<file path="src/rtl/gcd_operand_sequencer.sv">
// -----------------------------------------------------------------------------
// gcd_operand_sequencer
//
// Upstream feeder for a subtractive GCD core. Operand pairs arrive on a
// valid/ready stream and are buffered in a small FIFO. Each pair is then
// serialised onto the core's single data bus (A with a start pulse, then B),
// the sequencer waits for done, and the result leaves on a valid/ready stream.
// Pairs containing a zero operand never reach the core, because the
// subtractive algorithm does not terminate on zero. A watchdog turns a hung
// core into an error result.
//
// Ports:
//   clk, rst        rising-edge clock, synchronous active-high reset
//   in_valid/ready  operand pair stream (in_a, in_b); in_ready = FIFO not full
//   core_start      one-cycle start pulse, issued together with A on core_data
//   core_data       core data_in bus (A, then B, held during the wait)
//   core_done       core finished (level), sampled only while waiting
//   core_result     GCD value from the core
//   out_valid/ready result stream (out_gcd, out_err = timeout)
//   busy            sequencer is not idle
//   level           FIFO occupancy
// -----------------------------------------------------------------------------
module gcd_operand_sequencer #(
  parameter int WIDTH   = 16,
  parameter int DEPTH   = 4,
  parameter int TIMEOUT = 1023
) (
  input  logic                   clk,
  input  logic                   rst,
  input  logic                   in_valid,
  output logic                   in_ready,
  input  logic [WIDTH-1:0]       in_a,
  input  logic [WIDTH-1:0]       in_b,
  output logic                   core_start,
  output logic [WIDTH-1:0]       core_data,
  input  logic                   core_done,
  input  logic [WIDTH-1:0]       core_result,
  output logic                   out_valid,
  input  logic                   out_ready,
  output logic [WIDTH-1:0]       out_gcd,
  output logic                   out_err,
  output logic                   busy,
  output logic [$clog2(DEPTH):0] level
);

  localparam int AW = $clog2(DEPTH);
  localparam int LW = AW + 1;
  localparam int CW = $clog2(TIMEOUT + 1);

  typedef enum logic [2:0] {
    ST_IDLE,
    ST_LOAD_A,
    ST_LOAD_B,
    ST_WAIT,
    ST_RESULT
  } state_t;

  // FIFO storage (no reset needed: occupancy is tracked by count_q)
  logic [WIDTH-1:0] mem_a [DEPTH];
  logic [WIDTH-1:0] mem_b [DEPTH];

  state_t            state_q, state_d;
  logic [AW-1:0]     wr_ptr_q, wr_ptr_d;
  logic [AW-1:0]     rd_ptr_q, rd_ptr_d;
  logic [LW-1:0]     count_q, count_d;
  logic [WIDTH-1:0]  job_b_q, job_b_d;    // A goes out immediately; only B must wait a cycle
  logic [CW-1:0]     tmo_cnt_q, tmo_cnt_d;
  logic              core_start_q, core_start_d;
  logic [WIDTH-1:0]  core_data_q, core_data_d;
  logic              out_valid_q, out_valid_d;
  logic [WIDTH-1:0]  out_gcd_q, out_gcd_d;
  logic              out_err_q, out_err_d;
  logic              busy_q, busy_d;

  logic              full;
  logic              empty;
  logic              push;
  logic              pop;
  logic [WIDTH-1:0]  head_a;
  logic [WIDTH-1:0]  head_b;

  // A full FIFO refuses input even if a pop happens in the same cycle.
  assign full   = (count_q == LW'(DEPTH));
  assign empty  = (count_q == '0);
  assign push   = in_valid && !full;
  assign head_a = mem_a[rd_ptr_q];
  assign head_b = mem_b[rd_ptr_q];

  always_comb begin
    state_d      = state_q;
    job_b_d      = job_b_q;
    tmo_cnt_d    = tmo_cnt_q;
    core_start_d = 1'b0;
    core_data_d  = core_data_q;
    out_valid_d  = out_valid_q;
    out_gcd_d    = out_gcd_q;
    out_err_d    = out_err_q;
    pop          = 1'b0;

    unique case (state_q)
      ST_IDLE: begin
        if (!empty) begin
          pop     = 1'b1;
          job_b_d = head_b;
          if (head_a == '0 || head_b == '0) begin
            // gcd(x,0) = x and gcd(0,0) = 0, so OR gives the answer directly
            out_gcd_d   = head_a | head_b;
            out_err_d   = 1'b0;
            out_valid_d = 1'b1;
            state_d     = ST_RESULT;
          end else begin
            core_start_d = 1'b1;
            core_data_d  = head_a;
            state_d      = ST_LOAD_A;
          end
        end
      end
      ST_LOAD_A: begin
        core_data_d = job_b_q;
        state_d     = ST_LOAD_B;
      end
      ST_LOAD_B: begin
        tmo_cnt_d = '0;
        state_d   = ST_WAIT;
      end
      ST_WAIT: begin
        tmo_cnt_d = tmo_cnt_q + CW'(1);
        if (core_done) begin
          // done takes priority over a watchdog expiring in the same cycle
          out_gcd_d   = core_result;
          out_err_d   = 1'b0;
          out_valid_d = 1'b1;
          state_d     = ST_RESULT;
        end else if (tmo_cnt_q == CW'(TIMEOUT - 1)) begin
          out_gcd_d   = '0;
          out_err_d   = 1'b1;
          out_valid_d = 1'b1;
          state_d     = ST_RESULT;
        end
      end
      ST_RESULT: begin
        if (out_ready) begin
          out_valid_d = 1'b0;
          state_d     = ST_IDLE;
        end
      end
      default: state_d = ST_IDLE;
    endcase

    busy_d = (state_d != ST_IDLE);

    wr_ptr_d = push ? wr_ptr_q + AW'(1) : wr_ptr_q;
    rd_ptr_d = pop  ? rd_ptr_q + AW'(1) : rd_ptr_q;
    unique case ({push, pop})
      2'b10:   count_d = count_q + LW'(1);
      2'b01:   count_d = count_q - LW'(1);
      default: count_d = count_q;
    endcase
  end

  always_ff @(posedge clk) begin
    if (rst) begin
      state_q      <= ST_IDLE;
      wr_ptr_q     <= '0;
      rd_ptr_q     <= '0;
      count_q      <= '0;
      job_b_q      <= '0;
      tmo_cnt_q    <= '0;
      core_start_q <= 1'b0;
      core_data_q  <= '0;
      out_valid_q  <= 1'b0;
      out_gcd_q    <= '0;
      out_err_q    <= 1'b0;
      busy_q       <= 1'b0;
    end else begin
      state_q      <= state_d;
      wr_ptr_q     <= wr_ptr_d;
      rd_ptr_q     <= rd_ptr_d;
      count_q      <= count_d;
      job_b_q      <= job_b_d;
      tmo_cnt_q    <= tmo_cnt_d;
      core_start_q <= core_start_d;
      core_data_q  <= core_data_d;
      out_valid_q  <= out_valid_d;
      out_gcd_q    <= out_gcd_d;
      out_err_q    <= out_err_d;
      busy_q       <= busy_d;
    end
  end

  always_ff @(posedge clk) begin
    if (push) begin
      mem_a[wr_ptr_q] <= in_a;
      mem_b[wr_ptr_q] <= in_b;
    end
  end

  assign in_ready   = !full;
  assign level      = count_q;
  assign core_start = core_start_q;
  assign core_data  = core_data_q;
  assign out_valid  = out_valid_q;
  assign out_gcd    = out_gcd_q;
  assign out_err    = out_err_q;
  assign busy       = busy_q;

endmodule

</file>
<file path="config.mk">
export PLATFORM = sky130hd
export DESIGN_NAME = gcd_operand_sequencer
export DESIGN_NICKNAME = d
export VERILOG_FILES = /design/src/rtl/gcd_operand_sequencer.sv
export SDC_FILE = /design/constraint.sdc
export NUM_CORES = 1
export LEC_CHECK = 0
export CAP_MARGIN = 15
export CORE_MARGIN = 5
export CORE_UTILIZATION = 55
export CTS_CLUSTER_DIAMETER = 150
export DETAILED_ROUTE_END_ITERATION = 7
export GPL_ROUTABILITY_DRIVEN = 0
export PLACE_DENSITY = 0.77
export RECOVER_POWER = 25
export SYNTH_ARGS = -nofsm -noshare
export SYNTH_HDL_FRONTEND = slang
export SYNTH_SLANG_ARGS = --single-unit
export TNS_END_PERCENT = 1
</file>
<file path="constraint.sdc">
create_clock -name clk -period 5.43 [get_ports clk]
set_clock_uncertainty 0.15 [all_clocks]
set_input_delay 1.3575 -clock clk [delete_from_list [all_inputs] [get_ports clk]]
set_output_delay 1.3575 -clock clk [all_outputs]
set_load 0.005 [all_outputs]
</file>
==> results of run 1 <==
## flip-flops by register name, summed over array words and instances (netlist names), 2 cells and up, named ones only
| register | flops |
|---|---|
| core_data | 16 |
| job_b_q | 16 |
| level | 3 |
| mem_a | 64 |
| mem_b | 64 |
| out_gcd | 16 |
| rd_ptr_q | 2 |
| state_q | 3 |
| tmo_cnt_q | 10 |
| wr_ptr_q | 2 |
## how the worst min path moves through the flow
stage	start	to	slack [ns]	cells past startpoint
after CTS	job_b_q[10]	core_data[10]	0.30	2
after global routing	job_b_q[15]	core_data[15]	0.32	2
after detailed placement	job_b_q[14]	core_data[14]	0.29	2
after floorplan	job_b_q[1]	core_data[1]	0.27	2
after global placement	job_b_q[4]	core_data[4]	0.28	2
final	job_b_q[10]	core_data[10]	0.30	2
## routing by layer
metal  up-vias  wire (um)
met5         -          0
met4         0        308
met3        26       1150
met2       209       8580
met1      2529       7550
li1       2327          -
## worst max-delay path, stage by stage (launching register included)
cell and delay, ns:
dfxtp_2 1.02, mux4_1 0.76, nor4_1 0.38, nand4_1 0.21, nand3_1 0.83, mux2i_1 0.28
o21ai_0 0.10
## synth_stat cells (2+ instances only)
library cell / instances / area, um^2
a21o_1: 3 / 22.5
edfxtp_1: 128 / 3840
buf_6: 7 / 78.8
mux4_1: 13 / 342
ha_1: 7 / 87.6
a31oi_1: 2 / 12.5
buf_1: 2 / 7.51
o21ai_1: 9 / 45.0
nand2_1: 85 / 319
nor2b_1: 2 / 12.5
clkbuf_1: 10 / 37.5
inv_1: 27 / 101
nand4_1: 3 / 18.8
nand2b_1: 2 / 12.5
and3_1: 8 / 50.1
xnor2_1: 2 / 17.5
clkbuf_8: 3 / 41.3
or2_2: 2 / 12.5
nand3_1: 8 / 40.0
mux2_2: 2 / 22.5
o221ai_1: 15 / 131
dfxtp_1: 74 / 1480
mux2i_1: 16 / 160
o21ai_0: 14 / 70.1
nor4_1: 11 / 68.8
nor2_1: 42 / 158
nor3_1: 8 / 40.0
mux4_2: 19 / 428
xor2_1: 3 / 26.3
a21oi_1: 28 / 140
## report_power, final
| group | switching, mW | internal, mW |
|---|---|---|
| clock network | 0.562 | 0.869 |
| logic | 0.634 | 0.533 |
| registers | 0.188 | 1.88 |
| total | 1.38 | 3.29 |
## layout by cell type, fill, tap and decap left out, types with 3 or more instances in the layout
master	n
a21o_1	3
a21oi_1	28
and3_1	8
buf_4	5
clkbuf_1	5
clkbuf_16	22
clkdlybuf4s50_1	68
clkinv_2	3
dfxtp_1	72
dlygate4sd3_1	24
edfxtp_1	128
ha_1	7
inv_1	27
mux2i_1	16
mux4_1	13
mux4_2	19
nand2_1	85
nand3_1	8
nand4_1	3
nor2_1	42
nor3_1	8
nor4_1	11
o21ai_0	14
o21ai_1	9
o221ai_1	15
xor2_1	3
## kinds of logic after synthesis
logic type	count (synthesis)
buf+inv	52
simple gates	177
compound gates	77
fa+ha+maj	8
flops	202
mux	50
xor+xnor	5
## area by class of cell
class | count | area, um^2 | area share (%)
Timing Repair Buffer | 97 | 958 | 9.89
Sequential cell | 202 | 5330 | 54.9
Tap cell | 184 | 230 | 2.37
Clock buffer | 29 | 597 | 6.16
Multi-Input combinational cell | 317 | 2380 | 24.5
Inverter | 27 | 101 | 1.05
Clock inverter | 9 | 104 | 1.07
==> results by group, run 1 <==
Drt
  – DRT Wirelength: 17.6 mm
  – Post-DRT Antenna Nets: 0
  – Via Count: approximately 5000
  – Vias per cell: between 5 and 6
  – Pre-Repair DR Iteration Count: 5
  – DRC violation count after routing: 0
  – Initial DRC count: 467
  – Mean routed wirelength per cell: 20.3 um

CTS
  – Post-CTS Setup Bufs: 0
  – Total CTS buffers: 21
  – Clk sinks: 202
  – Clock tree root driver cell: clkbuf_16
  – Worst skew pair latency: 0.48 ns
  – Post-CTS sizing: 0
  – TritonCTS clock tree: yes
  – H-tree depth: 1
  – Max Buffers Root-to-Sink: 3
  – Hold buffers post-CTS: 0
  – CTS clock-pin slew for the worst setup and hold paths: about 0.06 ns

Critical path
  – Worst Path Arrival: approximately 4.1 ns
  – R2r setup slk: roughly 1.6 ns
  – Crit path capture type: flop
  – Worst r2r path cells: 6
  – Worst Setup EP: core_data[6]
  – Startpoint types: flop
  – WS Path Type: reg2reg
  – Req. time, crit path: 5.63 ns
  – Reg2Reg Capture Point: core_data[6]
  – CP max FO: 32

Logic synthesis
  – Mux cell area share after synthesis: about an eighth
  – Largest family of logic cells by synthesized area: multiplexers
  – Post-Synthesis Cell Area: approximately 8000 um^2
  – Syn nets: ~630
  – Synth cell types: between 40 and 50
  – Synth Area in XOR/XNOR: less than 1%
  – Yosys warning total: 0
  – Asr flop ratio synth: 0%
  – Syn Area/Cell: around 14 um^2
  – Simple logic cell fraction of the synthesized area: between 9 and 10%
  – EDFF count, synth: around 130
  – Predominant post-synthesis flop cell: edfxtp_1
  – Post-synthesis cell count: roughly 570
  – Post-synthesis compound-gate area fraction: 6.04%
  – Post-Synth Adder-Cell Area: 1.34%
  – #FFs+latches synth: between 200 and 250
  – Sequential area share after synthesis: between 60 and 70%

Cells and area
  – Post-layout util: approximately two thirds
  – N_diodes: 0
  – Final Instance Area: a little under 10000 um^2
  – Post-layout nets: 727
  – Share of cells above drive strength 1: roughly a tenth
  – Area Overhead vs Synth: 21.0%
  – Fillers: 988
  – Final non-filler cell total: around 870

Die
  – Die area: 17100 um^2
  – Standard-cell rows: 44
  – IO Count: 93
  – Core Region: approximately 14000 um^2
  – Chip width: around 130 um
  – Starting density of the core: between 50% and 60%
  – Die Ht: about 130 um

Min path
  – Worst Hold Class: reg2reg

Timing
  – Final worst setup slack: between 1.5 and 2 ns
  – Fin Hold WS: between 0.3 and 0.4 ns
  – Slew margin rel.: between 20% and 30%
  – Fin crit share: a little under three quarters
  – Minimum clock period: 3.88 ns
  – Final setup TNS: 0 ns
  – Slew Viols, Final: 0
  – Actual slew at the worst max-slew pin: between 1 and 1.5 ns
  – Achievable Freq: approximately 260 MHz
  – Setup violators final: 0
  – RSZ-0062 raised after global routing: false
  – Final hold violation count: 0

Global route
  – Number of global-route vias before repair: between 5000 and 6000
  – Met2 Use GR: roughly a third
  – GR Layer Usage met1: a little under 30%
  – GRT Resource Usage Total: about a fifth
  – Antenna violations before repair: 0
  – Largest net degree at the start of global routing: 33
  – Busiest grt layer: met2
  – GRT overflow: 0
  – First-pass GRT wire length: ~27 mm
  – M3 GR Usage: under 10%

Power and ir drop
  – Total power divided by cell area: between 400 and 500 nW/um^2
  – Post-layout power: approximately 4.7 mW
  – VDD IR max: roughly 300 uV
  – Pleak: ~3.4 nW

Place
  – Placed Cells: 827
  – DP Area: roughly 9000 um^2
  – Dpl ws: approximately 1.6 ns
  – IO Port Bufs: just over 90
  – Hpwl dp: between 10 and 15 mm

Run
  – Max Cap Viol: 0

Run status
  – Status: completed
(Power assumes the default switching activity.)
==> inputs of run 2 (changes only) <==
CORE_UTILIZATION = 50   (was 55)
PLACE_DENSITY = 0.73   (was 0.77)
clock period = 3.3 ns   (was 5.43 ns; I/O delays follow)
==> run 2 against run 1 <==
- via count fell by 2.3%
- critical path depth up 1
- hold slack worse by 0.0019 ns
==> results by group, run 2 (synthesized netlist as in run 1, its figures left out) <==
Run status
  – Status: completed

Critical path
  – Reg2Reg Capture Point: out_gcd[15]
  – Req. time, crit path: 3.50 ns (-2.13 ns)
  – R2r setup slk: 0.37 ns (-1.18 ns)
  – CP max FO: 16 (-50%)
  – Startpoint types: flop
  – Worst r2r path cells: 7 (+1)
  – Crit path capture type: flop
  – Worst Path Arrival: 3.13 ns (-0.95 ns)
  – Critical path's slowest cell: mux4_1
  – CP Cell Sequence: buf_4, mux4_1, nor4_1, nand4_1, nand2_1, a211o_2, o221ai_1
  – Worst stage delay on the critical path: 0.64 ns (-0.38 ns)
  – WS Path Type: reg2reg

Cells and area
  – Post-layout nets: 735 (+1.1%)
  – Share of cells above drive strength 1: 10.3% (+0.61 points)
  – N_diodes: 0 (unchanged)
  – Commonest non-fill, non-tap cell in the layout: edfxtp_1
  – Commonest non-fill, non-tap cells in the layout: edfxtp_1 (128), nand2_1 (85), dfxtp_1 (73)
  – Top Registers: mem_a (64), mem_b (64)
  – Area Overhead vs Synth: 21.5%

CTS
  – Post-CTS sizing: 0 (unchanged)
  – Max Buffers Root-to-Sink: 3 (unchanged)
  – Clk sinks: 202 (unchanged)
  – TritonCTS clock tree: yes
  – Worst skew pair latency: 0.49 ns (about the same)
  – H-tree depth: 1 (unchanged)
  – Hold buffers post-CTS: 0 (unchanged)
  – Clock tree root driver cell: clkbuf_16
  – Post-CTS Setup Bufs: 0 (unchanged)
  – Total CTS buffers: 21 (unchanged)
  – CTS clock-pin slew for the worst setup and hold paths: 0.06 ns (about the same)

Min path
  – Min-delay src: job_b_q[9]
  – Hold Crit Depth: 2 (unchanged)
  – Worst Hold Class: reg2reg
  – Hold Crit Endpoint: core_data[9]

Die
  – IO Count: 93 (unchanged)
  – Die area: 18700 um^2 (+9.2%)
  – Die Ht: 137 um (+4.5%)
  – Core Region: 15800 um^2 (+9.7%)
  – Chip width: 137 um (+4.5%)
  – Standard-cell rows: 46 (+4.5%)
  – Starting density of the core: 50.6% (-4.9 points)

Timing
  – Actual slew at the worst max-slew pin: 1.12 ns (-0.0500 ns)
  – Fin crit share: 88.7% (+17 points)
  – Final hold violation count: 0 (unchanged)
  – Final worst setup slack: 0.374 ns (-1.18 ns)
  – Slew margin rel.: 24.8% (+3.3 points)
  – Setup violators final: 0 (unchanged)
  – RSZ-0062 raised after global routing: false
  – Final setup TNS: 0 ns (unchanged)
  – Minimum clock period: 2.93 ns (-0.950 ns)
  – Achievable Freq: 342 MHz (+32%)
  – Slew Viols, Final: 0 (unchanged)

Global route
  – GRT Resource Usage Total: 19.0% (-1.7 points)
  – Largest net degree at the start of global routing: 33 (unchanged)
  – Number of global-route vias before repair: 5084 (+1.1%)
  – First-pass GRT wire length: 27.3 mm (+0.40%)
  – Antenna violations before repair: 0 (unchanged)
  – GRT overflow: 0 (unchanged)

Drt
  – DRC violation count after routing: 0 (unchanged)
  – DRT Wirelength: 17.3 mm (-1.8%)
  – Initial DRC count: 376 (-19%)
  – Vias per cell: 5.49 (-6.7%)
  – Pre-Repair DR Iteration Count: 5 (unchanged)
  – Mean routed wirelength per cell: 19.1 um (-6.2%)
  – Post-DRT Antenna Nets: 0 (unchanged)
  – Via Count: 4972 (-2.3%)

Power and ir drop
  – Psw: 2.26 mW (+63%)
  – Switching Fraction: 30.1% (+0.50 points)
  – Total power divided by cell area: 771 nW/um^2 (+60%)
  – Internal power: 5.24 mW (+59%)
  – Gate power share: 27.7% (+2.7 points)
  – Part of the power in the clock network: 28.2% (-2.4 points)
  – VDD IR max: 590 uV (+96%)
  – Reg power frac: 44.1% (-0.3 points)
  – Pleak: 3.37 nW (+0.32%)

Place
  – Dpl ws: 0.279 ns (-1.32 ns)
  – Hpwl dp: 11.7 mm (+0.66%)
  – IO Port Bufs: 92 (unchanged)

Run
  – Max Cap Viol: 0 (unchanged)
## run 2: cell types whose count changed in the layout (fill, tap and decap cells not counted), moves of 2 or more
cell,change
buf_4,+6
clkinv_2,+4
buf_12,+2
bufinv_16,-2
## run 2: area by class of cell
cell class | count | area (um^2)
fill | 1162 | 6100
sequential | 202 | 5330
multi-input combinational | 317 | 2380
timing repair buffer | 105 | 1040
clock buffer | 28 | 562
tap | 216 | 270
inverter | 27 | 101
clock inverter | 10 | 51.3
## run 2: worst max path at each step
stage	start	end	slack (ns)	depth (start not counted)
after floorplan	level[0]	level[2]	0.77	11
after global placement	in_valid	level[2]	0.38	9
after detailed placement	in_valid	level[2]	0.28	9
after CTS	flop	out_gcd[15]	0.39	7
after global routing	flop	out_gcd[15]	0.25	7
final	flop	out_gcd[15]	0.37	7
## run 2: critical path, delay by kind of cell, from the launching register on
kind,cells,cell delay (ns)
DFF,1,0.35
AOI/OAI and AO/OA,2,0.60
buffers and inverters,1,0.23
and+or+nand+nor,3,0.82
muxes,1,0.64
## run 2: layer usage
metal | part of all wire, % | track usage, % | vias up
li1 | - | - | 2344
met1 | 42 | 26.2 | 2408
met2 | 49 | 30.9 | 178
met3 | 6.5 | 3.27 | 42
met4 | 2.8 | 5.94 | 0
met5 | 0 | 0 | -
## run 2: power by group through the flow
| stage | logic [mW] | clock network (mW) | registers (mW) |
|---|---|---|---|
| CTS | 2.10 | 2.15 | 3.31 |
| detailed placement | 2.09 | 0 | 3.36 |
| global route | 2.26 | 2.26 | 3.35 |
| floorplan | 1.38 | 0 | 3.30 |
| finish | 2.08 | 2.11 | 3.31 |
| global placement | 2.05 | 0 | 3.34 |
## run 2: metrics by stage
stage | total power [mW] | hold slack, ns | cells | util (%) | instance area [um^2]
2_1_floorplan | 4.68 | 0.275 | 571 | - | 8010
3_3_place_gp | 5.39 | 0.284 | 867 | 57.6 | 9120
3_5_place_dp | 5.45 | 0.291 | 867 | 57.6 | 9120
4_1_cts | 7.56 | 0.302 | 905 | 61.5 | 9730
5_1_grt | 7.88 | 0.318 | 905 | 61.5 | 9730
6_report | 7.50 | 0.301 | 905 | 61.5 | 9730
